===== src/rtl/mbgd_batch_sequencer.sv =====
// Mini-batch sequencer for the gradient-descent row-sum adder tree.
// Accepts BATCH rows of N dot products, issues each to the registered adder
// tree with a one-cycle enable, accumulates the returned row sums and
// presents the batch total over a valid/ready handshake.
module mbgd_batch_sequencer #(
  parameter int N     = 8,
  parameter int N_BIT = 3,
  parameter int DW    = 8,
  parameter int BATCH = 4,
  parameter int B_BIT = 2
) (
  input  logic                            clk,
  input  logic                            resetn,
  input  logic                            start,
  input  logic                            in_valid,
  output logic                            in_ready,
  input  logic [2*DW*N-1:0]               in_data,
  output logic                            add_en,
  output logic [2*DW*N-1:0]               add_data,
  input  logic [2*DW+N_BIT-1:0]           add_sum,
  output logic                            out_valid,
  input  logic                            out_ready,
  output logic [2*DW+N_BIT+B_BIT-1:0]     out_sum,
  output logic                            busy,
  output logic [B_BIT-1:0]                row_cnt
);

  localparam int SW = 2*DW + N_BIT;
  localparam int AW = SW + B_BIT;
  localparam logic [B_BIT-1:0] LAST_ROW = B_BIT'(BATCH - 1);

  typedef enum logic [2:0] {
    IDLE,
    FETCH,
    ISSUE,
    ACC,
    DONE
  } state_t;

  state_t              state_q,    state_d;
  logic [AW-1:0]       acc_q,      acc_d;
  logic [AW-1:0]       out_sum_q,  out_sum_d;
  logic [B_BIT-1:0]    row_cnt_q,  row_cnt_d;
  logic [2*DW*N-1:0]   add_data_q, add_data_d;

  // State and datapath registers; reset discards any partial batch.
  always_ff @(posedge clk or negedge resetn) begin
    if (!resetn) begin
      state_q    <= IDLE;
      acc_q      <= '0;
      out_sum_q  <= '0;
      row_cnt_q  <= '0;
      add_data_q <= '0;
    end else begin
      state_q    <= state_d;
      acc_q      <= acc_d;
      out_sum_q  <= out_sum_d;
      row_cnt_q  <= row_cnt_d;
      add_data_q <= add_data_d;
    end
  end

  // Next-state and datapath update; out_sum is loaded with the final total
  // on the ACC->DONE transition so it stays frozen through DONE and IDLE.
  always_comb begin
    state_d    = state_q;
    acc_d      = acc_q;
    out_sum_d  = out_sum_q;
    row_cnt_d  = row_cnt_q;
    add_data_d = add_data_q;
    case (state_q)
      IDLE: begin
        if (start) begin
          acc_d     = '0;
          out_sum_d = '0;
          row_cnt_d = '0;
          state_d   = FETCH;
        end
      end
      FETCH: begin
        if (in_valid) begin
          add_data_d = in_data;
          state_d    = ISSUE;
        end
      end
      ISSUE: begin
        state_d = ACC;
      end
      ACC: begin
        acc_d = acc_q + {{B_BIT{1'b0}}, add_sum};
        if (row_cnt_q == LAST_ROW) begin
          out_sum_d = acc_d;
          state_d   = DONE;
        end else begin
          row_cnt_d = row_cnt_q + B_BIT'(1);
          state_d   = FETCH;
        end
      end
      DONE: begin
        if (out_ready) begin
          state_d = IDLE;
        end
      end
      default: begin
        state_d = IDLE;
      end
    endcase
  end

  // Handshake and status outputs are pure state decodes.
  always_comb begin
    in_ready  = (state_q == FETCH);
    add_en    = (state_q == ISSUE);
    out_valid = (state_q == DONE);
    busy      = (state_q != IDLE);
  end

  assign add_data = add_data_q;
  assign out_sum  = out_sum_q;
  assign row_cnt  = row_cnt_q;

endmodule


===== config.mk =====
export PLATFORM = sky130hd
export DESIGN_NAME = mbgd_batch_sequencer
export DESIGN_NICKNAME = d
export VERILOG_FILES = /design/src/rtl/mbgd_batch_sequencer.sv
export SDC_FILE = /design/constraint.sdc
export NUM_CORES = 1
export LEC_CHECK = 0
export BUFFER_PORTS_ARGS = -buffer_cell sky130_fd_sc_hd__buf_2
export CELL_PAD_IN_SITES_DETAIL_PLACEMENT = 1
export CELL_PAD_IN_SITES_GLOBAL_PLACEMENT = 2
export CORE_UTILIZATION = 30
export DETAILED_ROUTE_END_ITERATION = 16
export GPL_TIMING_DRIVEN = 0
export PLACE_DENSITY = 0.77
export SLEW_MARGIN = 20
export SYNTH_ARGS = -nofsm -noshare
export SYNTH_HDL_FRONTEND = slang
export SYNTH_SLANG_ARGS = --single-unit

===== constraint.sdc =====
create_clock -name clk -period 2.8 [get_ports clk]
set_clock_uncertainty 0.1 [all_clocks]
set_input_delay 0.42 -clock clk [delete_from_list [all_inputs] [get_ports clk]]
set_output_delay 0.42 -clock clk [all_outputs]
set_load 0.01 [all_outputs]

# After elaboration in Yosys (flattened, before gate mapping)

Index checks and enable logic that the tools add are counted.

Flip-flop bits (word level): 175
Input bits: 152

Equality and inequality tests: 10
Reduce and logical (&&, ||, !) cells: 8
Mux-type cells: 12
$add $sub $neg: 2

Operator list:

| cell                                                            | number |
|---|---|
| 21-bit case mux with 2 select lines                             | 2 |
| 21-bit 2-to-1 mux                                               | 2 |
| 21-bit by 19-bit adder with 21-bit output                       | 1 |
| 3-bit case mux with 5 select lines                              | 1 |
| 3-bit 2-to-1 mux                                                | 4 |
| 3-bit AND reduction                                             | 3 |
| 2-bit != test, second input constant                            | 4 |
| 3-bit by 2-bit == test with 1-bit output, second input constant | 2 |
| 2-bit 2-to-1 mux                                                | 2 |
| 2-bit case mux with 2 select lines                              | 1 |
| 2-bit AND reduction                                             | 2 |
| 3-bit by 1-bit == test with 1-bit output, second input constant | 1 |
| 3-bit == test, second input constant                            | 1 |
| 3-bit logical NOT                                               | 1 |
| 3-bit nonzero test                                              | 1 |
| 2-bit by 1-bit adder with 2-bit output, second input constant   | 1 |
| 2-bit == test, second input constant                            | 1 |
| 2-bit by 1-bit != test with 1-bit output, second input constant | 1 |
| 2-bit nonzero test                                              | 1 |

# Logic depth before layout (Yosys ltp)

Gate-level depths: netlist of run 1.

Word-level depth: 3
Mapped depth: 10

# Worst setup path after synthesis of run 1

No wires, ideal clock.

Kind: input-to-reg
From: in add_sum[0]
To: reg acc_q[20]
Library setup time: 0.076 ns
Path slack: 0.461 ns
Buffers on the path: 0
Arrival time: 2.163 ns
Required time: 2.624 ns
Stages on the path: 10
Cells stage by stage: ha_1 inv_1 fa_1 nor2b_1 o2111ai_1 a21oi_1 o21ai_1 o21a_2 or3_1 o21ai_1

Cells in the longest elaborated chain, start to end: 2

Ends and longest elaborated chain:

| element                                   | RTL line | RTL |
|---|---|---|
| from (decl)                               | 20       | `input logic [2*DW+N_BIT-1:0] add_sum,` |
| 21-bit by 19-bit adder with 21-bit output | 90       | `acc_d = acc_q + {{B_BIT{1'b0}}, add_sum};` |
| 21-bit case mux with 2 select lines       | 71       | `case (state_q)` |
| to (signal assigned)                      | 50       | `acc_q <= '0;` |
| to (signal assigned)                      | 56       | `acc_q <= acc_d;` |
| to (decl)                                 | 41       | `logic [AW-1:0] acc_q, acc_d;` |

No other way between the ends.
A chain may end at the register's enable or synchronous reset.

# Final worst setup path of run 1

From: reg acc_q[0]
To: reg acc_q[20]

Cells in the longest elaborated chain, start to end: 2

Ends and longest elaborated chain:

| element                                   | RTL line |
|---|---|
| 21-bit by 19-bit adder with 21-bit output | 90 |
| 21-bit case mux with 2 select lines       | 71 |

No other way between the ends.

==> results.toml, run 1 <==
[finish]
fraction_of_final_layout_cells_with_drive_strength_greater_than_1_pct = 53.49
final_core_utilization_pct = 41.57
final_nets = 1091
area_growth_syn_to_layout_pct = 34.39
multi_input_area_mm2 = 0.003058
design_area_mm2 = 0.01020
final.fill_count = 2768
mostFrequentLayoutCell = "buf_2"
sequential_standard_cell_area_mm2 = 0.004379
layout_common_cells = "buf_2, dfrtp_1, mux2_2, nand2_1, ha_1"

[power]
p_per_area_mw_per_mm2 = 1207
p_leak_nw = 4.967
worst_ir_drop_vdd_mv = 0.3744

[timing]
setup_slack_ps = 223.0
timing.slew.headroom_pct = 52.18
report.final.hold_viol_count = 0
worst_hold_slack_ps = 78.52
layout_min_cycle_time_ps = 2577
rsz_0062_raised_after_global_routing = "false"
max_freq_mhz = 388.1
layout_worst_path_cycle_share_pct = 92.04
final_max_slew_viol_count = 0
timing_worst_slew_pin_value_ps = 717.3
final-setup-viol-count = 0

[placed_design]
dp_slack_ps = 14.79
place.gp.congestion = 0.8102
numPortBuffers = 306
detailedPlacementHpwl_um = 18360
dpl-instance-area_mm2 = 0.009564

[critical_path]
slowest_delay_ps = 390
critPathLaunchType = "flip-flop"
required_ps = 3060
rr_worst_depth = 10
critPathMostFrequentCell = "o21ai_1"
crit_path_max_fanout = 3
end_kind = "flip-flop"
crit_type = "flip-flop to flip-flop"
critical_path_arrival_ps = 2840
critical_path.cell_chain = "ha_1 > inv_1 > fa_1 > nor2b_1 > o2111ai_1 > a21oi_2 > o21ai_1 > o21a_2 > or3_1 > o21ai_1"
cp_max_delay_cell = "fa_1"

[flow_run]
timing.max_cap.violations = 0

[global_routing]
grt_antenna_before_repair = 2
grt_max_degree = 94
gr-usage-all-layers_pct = 18.59
first_global_vias = 6253
grt_pass1_wl_um = 36830
grt_overflow_total = 0

[die]
die-area_mm2 = 0.02594
chip_width_um = 161.1
io_pins = 307
core-area_mm2 = 0.02453
num_rows = 57
die_h_um = 161.1
start_util_pct = 30.94

[route]
drtIter0Drc = 195
routed_wirelength_um = 23530
first_pass_iters = 4
remaining_drc_errors = 0
detail_route.wl_per_cell_um = 18.72
dr_total_vias = 5825
viasPerCell = 4.634
post_drt_antenna_nets = 0

[clock_network]
worst_skew_pair.late_latency_ps = 430
clk_path_buf_depth = 2
cts_num_sinks = 175
htree_levels = 4
clock_slew_at_the_register_clock_pins_of_the_worst_setup_and_hold_paths_ps = 80
cts_tree = "done"
cts_buffers = 17
clk_root_buf = "clkbuf_16"

[synthesis]
synthesized_flop_and_latch_total = 175
post-synth-top-area-cell = "dfrtp_1"
synthArstFlopShare_pct = 100.0
syn-mean-instance-area_um2 = 12.84
post_synth_main_area_contributors = "dfrtp_1, mux2_2, ha_1, nand2_1, xnor2_1"
synth_enable_flop_cells = 0
postSynthCellCount = 591
synth_area_mm2 = 0.007590
synth.lib_cells_used.distinct = 49
seq_area_frac_synth_pct = 57.70
synth_fp_nets = 764
synth.yosys.warnings = 0
netlist.area_leader.share_pct = 57.70
yosys_most_used_dff = "dfrtp_1"

[run_status]
run_status = "complete, no violations"

[worst_hold_path]
hold_path.class = "input pin to flip-flop"
worst_hold_path.num_cells = 2
==> flip-flops by register name, summed over array words and instances (netlist names) <==
register and flops:
acc_q 21, add_data 128, out_sum 21, row_cnt 2
state_q 3
==> synthesized netlist by cell type (all sizes together) (2+ instances only) <==
| cell | n |
|---|---|
| a21oi | 20 |
| o21ai | 32 |
| a21boi | 2 |
| o31ai | 4 |
| a21o | 5 |
| a22o | 9 |
| or3 | 4 |
| nor3 | 2 |
| nor2b | 3 |
| inv | 6 |
| o21bai | 2 |
| o21a | 7 |
| and2 | 5 |
| xnor2 | 13 |
| nand2 | 62 |
| xor2 | 5 |
| nand2b | 2 |
| nand3 | 6 |
| ha | 20 |
| a41oi | 2 |
| o22ai | 2 |
| buf | 20 |
| a211oi | 3 |
| a22oi | 4 |
| mux2 | 130 |
| dfrtp | 175 |
| nand4b | 2 |
| or2 | 2 |
| nor2 | 19 |
| clkbuf | 9 |
==> logic make-up after synthesis <==
logic type | count (synthesis) | share of synthesized area [%]
mux | 131 | 19.42
compound gates | 98 | 8.474
flops | 175 | 57.70
xor+xnor | 18 | 2.077
simple gates | 113 | 6.710
fa+ha+maj | 21 | 3.561
buf+inv | 35 | 2.061
==> cell type report <==
class                   instances  area share (%)
well taps                     324           3.974
clock buffers                  17           4.171
diodes                          2         0.04907
clock inverters                15           1.877
repair buffers                308           15.48
plain buffers                  29           1.313
flip-flops and latches        175           42.93
inverters                       6          0.2208
multi-input cells             381           29.98
==> power by group <==
part | internal [W] | switching [W] | leakage (nW) | total [W]
Sequential | 0.00375 | 0.000608 | 2.12 | 0.00436
Combinational | 0.00255 | 0.00293 | 2.55 | 0.00548
Clock | 0.00129 | 0.00118 | 0.297 | 0.00247
Total | 0.00759 | 0.00472 | 4.97 | 0.0123
==> per-stage QoR <==
stage | instances | setup TNS, ps | total power, W
finish | 1257 | 0 | 0.01232
global route | 1257 | 0 | 0.01320
floorplan | 591 | 0 | 0.007706
detailed placement | 1222 | 0 | 0.009994
CTS | 1255 | 0 | 0.01252
global placement | 1221 | -319450 | 0.009812
==> path summary, 6_finish.rpt <==
path	to	slack, ps	start
worst max-delay path	acc_q[20]$_DFFE_PN0P_	220	acc_q[0]$_DFFE_PN0P_
worst min-delay path	state_q[2]$_DFFE_PN0P_	80	out_ready
worst max register to register	acc_q[20]$_DFFE_PN0P_	220	acc_q[0]$_DFFE_PN0P_
worst min register to register	acc_q[0]$_DFFE_PN0P_	380	acc_q[0]$_DFFE_PN0P_
max in group asynchronous	add_data[127]$_DFFE_PN0P_	1220	resetn
min in group asynchronous	out_sum[4]$_DFFE_PN0P_	480	resetn
==> per-layer routing <==
layer	vias up	global-route usage [%]	routed length [µm]
met4	0	5.746	391
met5	-	0	0
met3	19	3.878	1198
met1	2882	22.42	9736
li1	2750	-	-
met2	174	33.07	12210
==> worst max-delay path: cells and delay by family, from the launching register on <==
kind / cells / cell delay, ps
DFF: 1 / 350
buffers and inverters: 1 / 60
AOI/OAI and AO/OA: 5 / 930
and+or+nand+nor: 2 / 490
adders and majority gates: 2 / 570
==> repair_timing <==
item / CTS / global route
gates resized for setup: 0 / 1
endpoints found under the setup margin: 0 / 1
buffers inserted: 0 / 0
hold buffers: 1 / 0
endpoints found under the hold margin: 82 / 0
Note: power is estimated with default switching activity, not from simulation.
==> run 2, diff against run 1 <==
- ABC_AREA: not set -> 1
- CAP_MARGIN: not set -> 20
- PLACE_DENSITY: 0.77 -> not set
- PLACE_DENSITY_LB_ADDON: not set -> 0.1
==> run 2 against run 1 <==
  * Global-route usage about the same
  * Via count is 8.2% higher
  * Area after synthesis up 5.0%
  * Clock power decreased by 3%
  * Largest cell class unchanged
  * Combinational power shrank 3%
  * Synthesized cell count is 22% higher
  * Routed wire length grew 4.5%
  * Sequential cell count stayed put
==> results.toml, run 2 <==
[synthesis]
post-synth-top-area-cell = "dfrtp_1"
synthesized_flop_and_latch_total = 175
synth.lib_cells_used.distinct = 33
synth_area_mm2 = 0.007968
yosys_most_used_dff = "dfrtp_1"
synthSimpleGateAreaFrac_pct = 14.53
synth_area_in_compound_gates_pct = 3.737
postSynthCellCount = 720
post_synth_main_area_contributors = "dfrtp_1, mux2_2, nand2_1, ha_1, inv_1"
seq_area_frac_synth_pct = 54.96
synth_fp_nets = 893
syn-mean-instance-area_um2 = 11.07
synthArstFlopShare_pct = 100.0
synthMostInstantiatedCell = "nand2_1"
synth_enable_flop_cells = 0
synthXorXnorAreaFrac_pct = 0.1099
dominant_combinational_cell_family_by_area_after_synthesis = "multiplexers"
synth.mux.area_fraction_pct = 18.09
synth_fa_ha_area_share_pct = 3.392
netlist.area_leader.share_pct = 54.96
synth.yosys.warnings = 0
yosys-top-cells-count = "nand2_1, dfrtp_1, mux2_2"

[placed_design]
dpl-instance-area_mm2 = 0.009956
numPortBuffers = 306
dp_slack_ps = 292.0
place.gp.congestion = 0.7397
detailedPlacementHpwl_um = 19310

[critical_path]
critPathMostFrequentCell = "nand2_1"
reg2reg_slack_ps = 440
slowest_delay_ps = 400
crit_path_end = "out_sum[16]$_DFFE_PN0P_"
worstPathBufferInverterCount = 2
crit_family = "simple AND/OR/NAND/NOR gates"
reg2reg_to = "out_sum[16]$_DFFE_PN0P_"
worstReg2RegStart = "acc_q[0]$_DFFE_PN0P_"
rr_worst_depth = 13
required_ps = 3020
crit_type = "flip-flop to flip-flop"
critical_path_cell_count = 13
critical_path.cell_chain = "ha_1 > inv_1 > fa_1 > inv_1 > nand3_1 > nand3_1 > nand2_1 > nand2_1 > nand3_1 > nand2_1 > nand2_1 > nand4_1 > nand2_1"
critical_path_arrival_ps = 2590
end_kind = "flip-flop"
critPathLaunchType = "flip-flop"
crit_path_max_fanout = 5
critPathLaunch = "acc_q[0]$_DFFE_PN0P_"
cp_max_delay_cell = "fa_1"

[die]
num_rows = 59
die-area_mm2 = 0.02722
chip_width_um = 165.0
core-area_mm2 = 0.02606
start_util_pct = 30.58
die_h_um = 165.0
io_pins = 307

[route]
drtIter0Drc = 237
remaining_drc_errors = 0
viasPerCell = 4.513
dr_total_vias = 6300
detail_route.wl_per_cell_um = 17.62
routed_wirelength_um = 24600
post_drt_antenna_nets = 0
first_pass_iters = 4

[clock_network]
clk_path_buf_depth = 2
cts_tree = "done"
worst_skew_pair.late_latency_ps = 430
cts_buffers = 17
clk_root_buf = "clkbuf_16"
cts_num_sinks = 175
htree_levels = 4
clock_slew_at_the_register_clock_pins_of_the_worst_setup_and_hold_paths_ps = 80
post-cts-setup-buffers = 0

[power]
worst_ir_drop_vdd_mv = 0.4129
share_clk_of_total_power_pct = 20.0
switching_share_pct = 38.68
p_per_area_mw_per_mm2 = 1140
power_report.internal_total_w = 0.007380
power_frac_comb_pct = 44.1
seqPwrFrac_pct = 35.9
power.net_switching_w = 0.004655
p_leak_nw = 5.532

[finish]
final.fill_count = 3022
final_core_utilization_pct = 40.52
flip_flop_count_of_the_largest_register_all_copies_and_words_added = 128
layout_common_cells = "buf_2, nand2_1, dfrtp_1, mux2_2, inv_1"
area_growth_syn_to_layout_pct = 32.54
sequential_standard_cell_area_mm2 = 0.004379
fraction_of_final_layout_cells_with_drive_strength_greater_than_1_pct = 47.83
design_area_mm2 = 0.01056
mostFrequentLayoutCell = "buf_2"
multi_input_area_mm2 = 0.003176
final_nets = 1220

[global_routing]
grt_overflow_total = 0
first_global_vias = 6570
grt_antenna_before_repair = 2
gr-usage-all-layers_pct = 18.59
grt_pass1_wl_um = 37740
grt_max_degree = 90

[timing]
layout_worst_path_cycle_share_pct = 84.41
final-setup-viol-count = 0
max_freq_mhz = 423.1
report.final.hold_viol_count = 0
layout_min_cycle_time_ps = 2364
timing_worst_slew_pin_value_ps = 685.3
final_max_slew_viol_count = 0
rsz_0062_raised_after_global_routing = "false"
worst_hold_slack_ps = 105.4
setup_slack_ps = 436.4
timing.slew.headroom_pct = 54.31

[run_status]
run_status = "complete, no violations"

[flow_run]
timing.max_cap.violations = 0

[worst_hold_path]
hold_path.class = "input pin to flip-flop"
==> run 2: layer usage <==
metal,GRT usage (%),up-vias,wire (µm)
met5,0,-,0
met4,4.045,0,214
met3,5.224,13,1547
met2,31.40,174,12310
met1,23.49,3057,10530
li1,-,3056,-
==> run 2: how the worst min path moves through the flow <==
stage,start,end,slack (ps),cells past startpoint
2_1_floorplan,resetn,acc_q[0]$_DFFE_PN0P_,20,0
3_3_place_gp,out_sum[11]$_DFFE_PN0P_,out_sum[11]$_DFFE_PN0P_,360,2
3_5_place_dp,out_sum[12]$_DFFE_PN0P_,out_sum[12]$_DFFE_PN0P_,360,2
4_1_cts,in_data[58],add_data[58]$_DFFE_PN0P_,80,2
5_1_grt,in_data[65],add_data[65]$_DFFE_PN0P_,80,2
6_report,in_data[58],add_data[58]$_DFFE_PN0P_,110,2
==> run 2: cell families (layout without fill, tap and decap cells) <==
logic type | after synthesis | count (layout)
AOI/OAI and AO/OA | 48 | 48
xor gates and xnor gates | 1 | 1
adders and majority gates | 21 | 21
buffers and inverters | 77 | 417
DFF | 175 | 175
muxes | 128 | 128
other | 0 | 1
and+or+nand+nor | 270 | 270
==> run 2: power groups by stage <==
stage / Combinational (W) / Sequential, W / Clock, W
after floorplan: 0.00267 / 0.00490 / 0
after global placement: 0.00538 / 0.00431 / 0
after detailed placement: 0.00544 / 0.00439 / 0
after CTS: 0.00545 / 0.00434 / 0.00251
after global routing: 0.00594 / 0.00451 / 0.00260
final: 0.00530 / 0.00433 / 0.00240
==> run 2: final cells by class <==
type                    instances  area share (%)
inverters                      56           1.991
clock inverters                14           1.540
plain buffers                  21           1.919
diodes                          1         0.02370
multi-input cells             468           30.07
flip-flops and latches        175           41.47
clock buffers                  18           4.064
repair buffers                308           14.95
well taps                     335           3.969
==> run 2: per-stage QoR <==
stage | setup TNS (ps) | total power (W) | instances
4_1_cts | 0 | 0.01229 | 1395
3_5_place_dp | 0 | 0.009821 | 1362
5_1_grt | 0 | 0.01305 | 1395
6_report | 0 | 0.01203 | 1396
2_1_floorplan | 0 | 0.007565 | 720
3_3_place_gp | -337210 | 0.009687 | 1361
==> run 2: what timing repair did <==
action                    in CTS  in global routing
resized for setup              0                  0
hold buffers                   1                  0
hold endpoints to repair      86                  0
==> run 3, diff against run 2 <==
- clock period: 2.8 -> 2.4 ns (I/O delays scaled with it)
==> run 3 against run 2 <==
  * Fmax increased by 6.9%
  * Combinational power increased by 17%
  * Power increased by 17%
  * Die area unchanged
  * Via count about the same
  * Clock power increased by 17%
  * Register-to-register slack got worse by 250 ps
  * Utilization increased by 0.067 points
  * First-iteration DRC count decreased by 3.8%
  * Non-clock buffer count unchanged
==> results.toml, run 3 (synthesized netlist as in run 2, its figures left out) <==
[power]
total_power_w = 0.01405
p_leak_nw = 5.538
switching_share_pct = 38.69
power_report.internal_total_w = 0.008613
share_clk_of_total_power_pct = 20.0
worst_ir_drop_vdd_mv = 0.4818
p_per_area_mw_per_mm2 = 1328
power_frac_comb_pct = 44.1
power.net_switching_w = 0.005436
seqPwrFrac_pct = 35.9

[finish]
final_nets = 1220
design_area_mm2 = 0.01058
mostFrequentLayoutCell = "buf_2"
area_growth_syn_to_layout_pct = 32.76
sequential_standard_cell_area_mm2 = 0.004379
layout_common_cells = "buf_2, nand2_1, dfrtp_1, mux2_2, inv_1"
multi_input_area_mm2 = 0.003193
final.fill_count = 3020
final_core_utilization_pct = 40.59
fraction_of_final_layout_cells_with_drive_strength_greater_than_1_pct = 48.21
flip_flop_count_of_the_largest_register_all_copies_and_words_added = 128

[clock_network]
htree_levels = 4
clock_slew_at_the_register_clock_pins_of_the_worst_setup_and_hold_paths_ps = 80
worst_skew_pair.late_latency_ps = 430
post-cts-setup-buffers = 0
cts_tree = "done"
clk_root_buf = "clkbuf_16"
cts_buffers = 17
clk_path_buf_depth = 2
cts_num_sinks = 175

[critical_path]
crit_path_max_fanout = 5
cp_max_delay_cell = "fa_1"
slowest_delay_ps = 400
critical_path_cell_count = 13
rr_worst_depth = 13
end_kind = "flip-flop"
crit_family = "simple AND/OR/NAND/NOR gates"
crit_type = "flip-flop to flip-flop"
critPathMostFrequentCell = "nand2_1"
critPathLaunchType = "flip-flop"
required_ps = 2620
critical_path.cell_chain = "ha_1 > inv_1 > fa_1 > inv_1 > nand3_1 > nand3_2 > nand2_1 > nand2_1 > nand3_2 > nand2_1 > nand2_1 > nand4_1 > nand2_1"
critical_path_arrival_ps = 2430
worstPathBufferInverterCount = 2

[timing]
timing.slew.headroom_pct = 54.22
timing_worst_slew_pin_value_ps = 686.7
rsz_0062_raised_after_global_routing = "false"
final_max_slew_viol_count = 0
fin_tns_setup_ps = 0
layout_worst_path_cycle_share_pct = 92.09
final-setup-viol-count = 0
report.final.hold_viol_count = 0
worst_hold_slack_ps = 45.41
max_freq_mhz = 452.5
layout_min_cycle_time_ps = 2210

[die]
die_h_um = 165.0
core-area_mm2 = 0.02606
die-area_mm2 = 0.02722
io_pins = 307
start_util_pct = 30.58
num_rows = 59
chip_width_um = 165.0

[placed_design]
dpl-instance-area_mm2 = 0.009956
detailedPlacementHpwl_um = 19310
place.gp.congestion = 0.7397
numPortBuffers = 306

[worst_hold_path]
worst_hold_path.num_cells = 2
hold_path.class = "input pin to flip-flop"

[route]
post_drt_antenna_nets = 0
detail_route.wl_per_cell_um = 17.63
first_pass_iters = 4
routed_wirelength_um = 24610
dr_total_vias = 6295
remaining_drc_errors = 0
viasPerCell = 4.509
drtIter0Drc = 228

[global_routing]
grt_max_degree = 90
grt_pass1_wl_um = 37740
grt_overflow_total = 0
first_global_vias = 6570
gr-usage-all-layers_pct = 18.59
grt_antenna_before_repair = 2

[run_status]
run_status = "complete, no violations"

[flow_run]
timing.max_cap.violations = 0
## run 3: worst reg2reg max path, delay by kind of cell (launching register included)
kind                     cells  cell delay (ps)
buffers and inverters        2              190
AND/OR/NAND/NOR              9              850
adder cells (fa/ha/maj)      2              600
flip-flops                   1              350
## run 3: final timing paths
check / startpoint / to / slack (ps)
worst max-delay path: acc_q[0]$_DFFE_PN0P_ / out_sum[14]$_DFFE_PN0P_ / 190
worst min-delay path: in_data[58] / add_data[58]$_DFFE_PN0P_ / 50
worst max register to register: acc_q[0]$_DFFE_PN0P_ / out_sum[14]$_DFFE_PN0P_ / 190
worst min register to register: acc_q[2]$_DFFE_PN0P_ / acc_q[2]$_DFFE_PN0P_ / 380
max in group asynchronous: resetn / add_data[9]$_DFFE_PN0P_ / 870
min in group asynchronous: resetn / add_data[0]$_DFFE_PN0P_ / 420
## run 3: repair_timing
item	CTS	global route
resized for setup	0	4
setup endpoints to repair	0	6
hold buffers	1	0
endpoints found under the hold margin	86	0
## run 3: power groups by stage
stage               clock network [W]  registers [W]  logic [W]
global route                  0.00303        0.00527    0.00694
detailed placement                  0        0.00512    0.00634
floorplan                           0        0.00571    0.00312
finish                        0.00280        0.00505    0.00620
CTS                           0.00292        0.00506    0.00635
global placement                    0        0.00503    0.00627
## run 3: cell type report
cell class / count / area share (%)
diodes: 1 / 0.02366
plain buffers: 21 / 1.916
clock buffers: 18 / 4.057
clock inverters: 14 / 1.538
inverters: 56 / 1.987
multi-input cells: 468 / 30.19
flip-flops and latches: 175 / 41.40
well taps: 335 / 3.963
repair buffers: 308 / 14.93
## run 3: per-layer routing
metal,wire [µm],up-vias,part of all wire [%],global-route usage [%]
met2,12320,177,50,31.40
met1,10520,3045,43,23.49
li1,-,3060,-,-
met3,1556,13,6.3,5.224
met4,214,0,0.87,4.045
met5,0,-,0,0
## run 3: through the flow
stage	setup WS [ps]	instances
floorplan	491.4	720
global placement	-2295	1361
detailed placement	-47.99	1362
CTS	55.15	1395
global route	13.89	1395
finish	189.9	1396
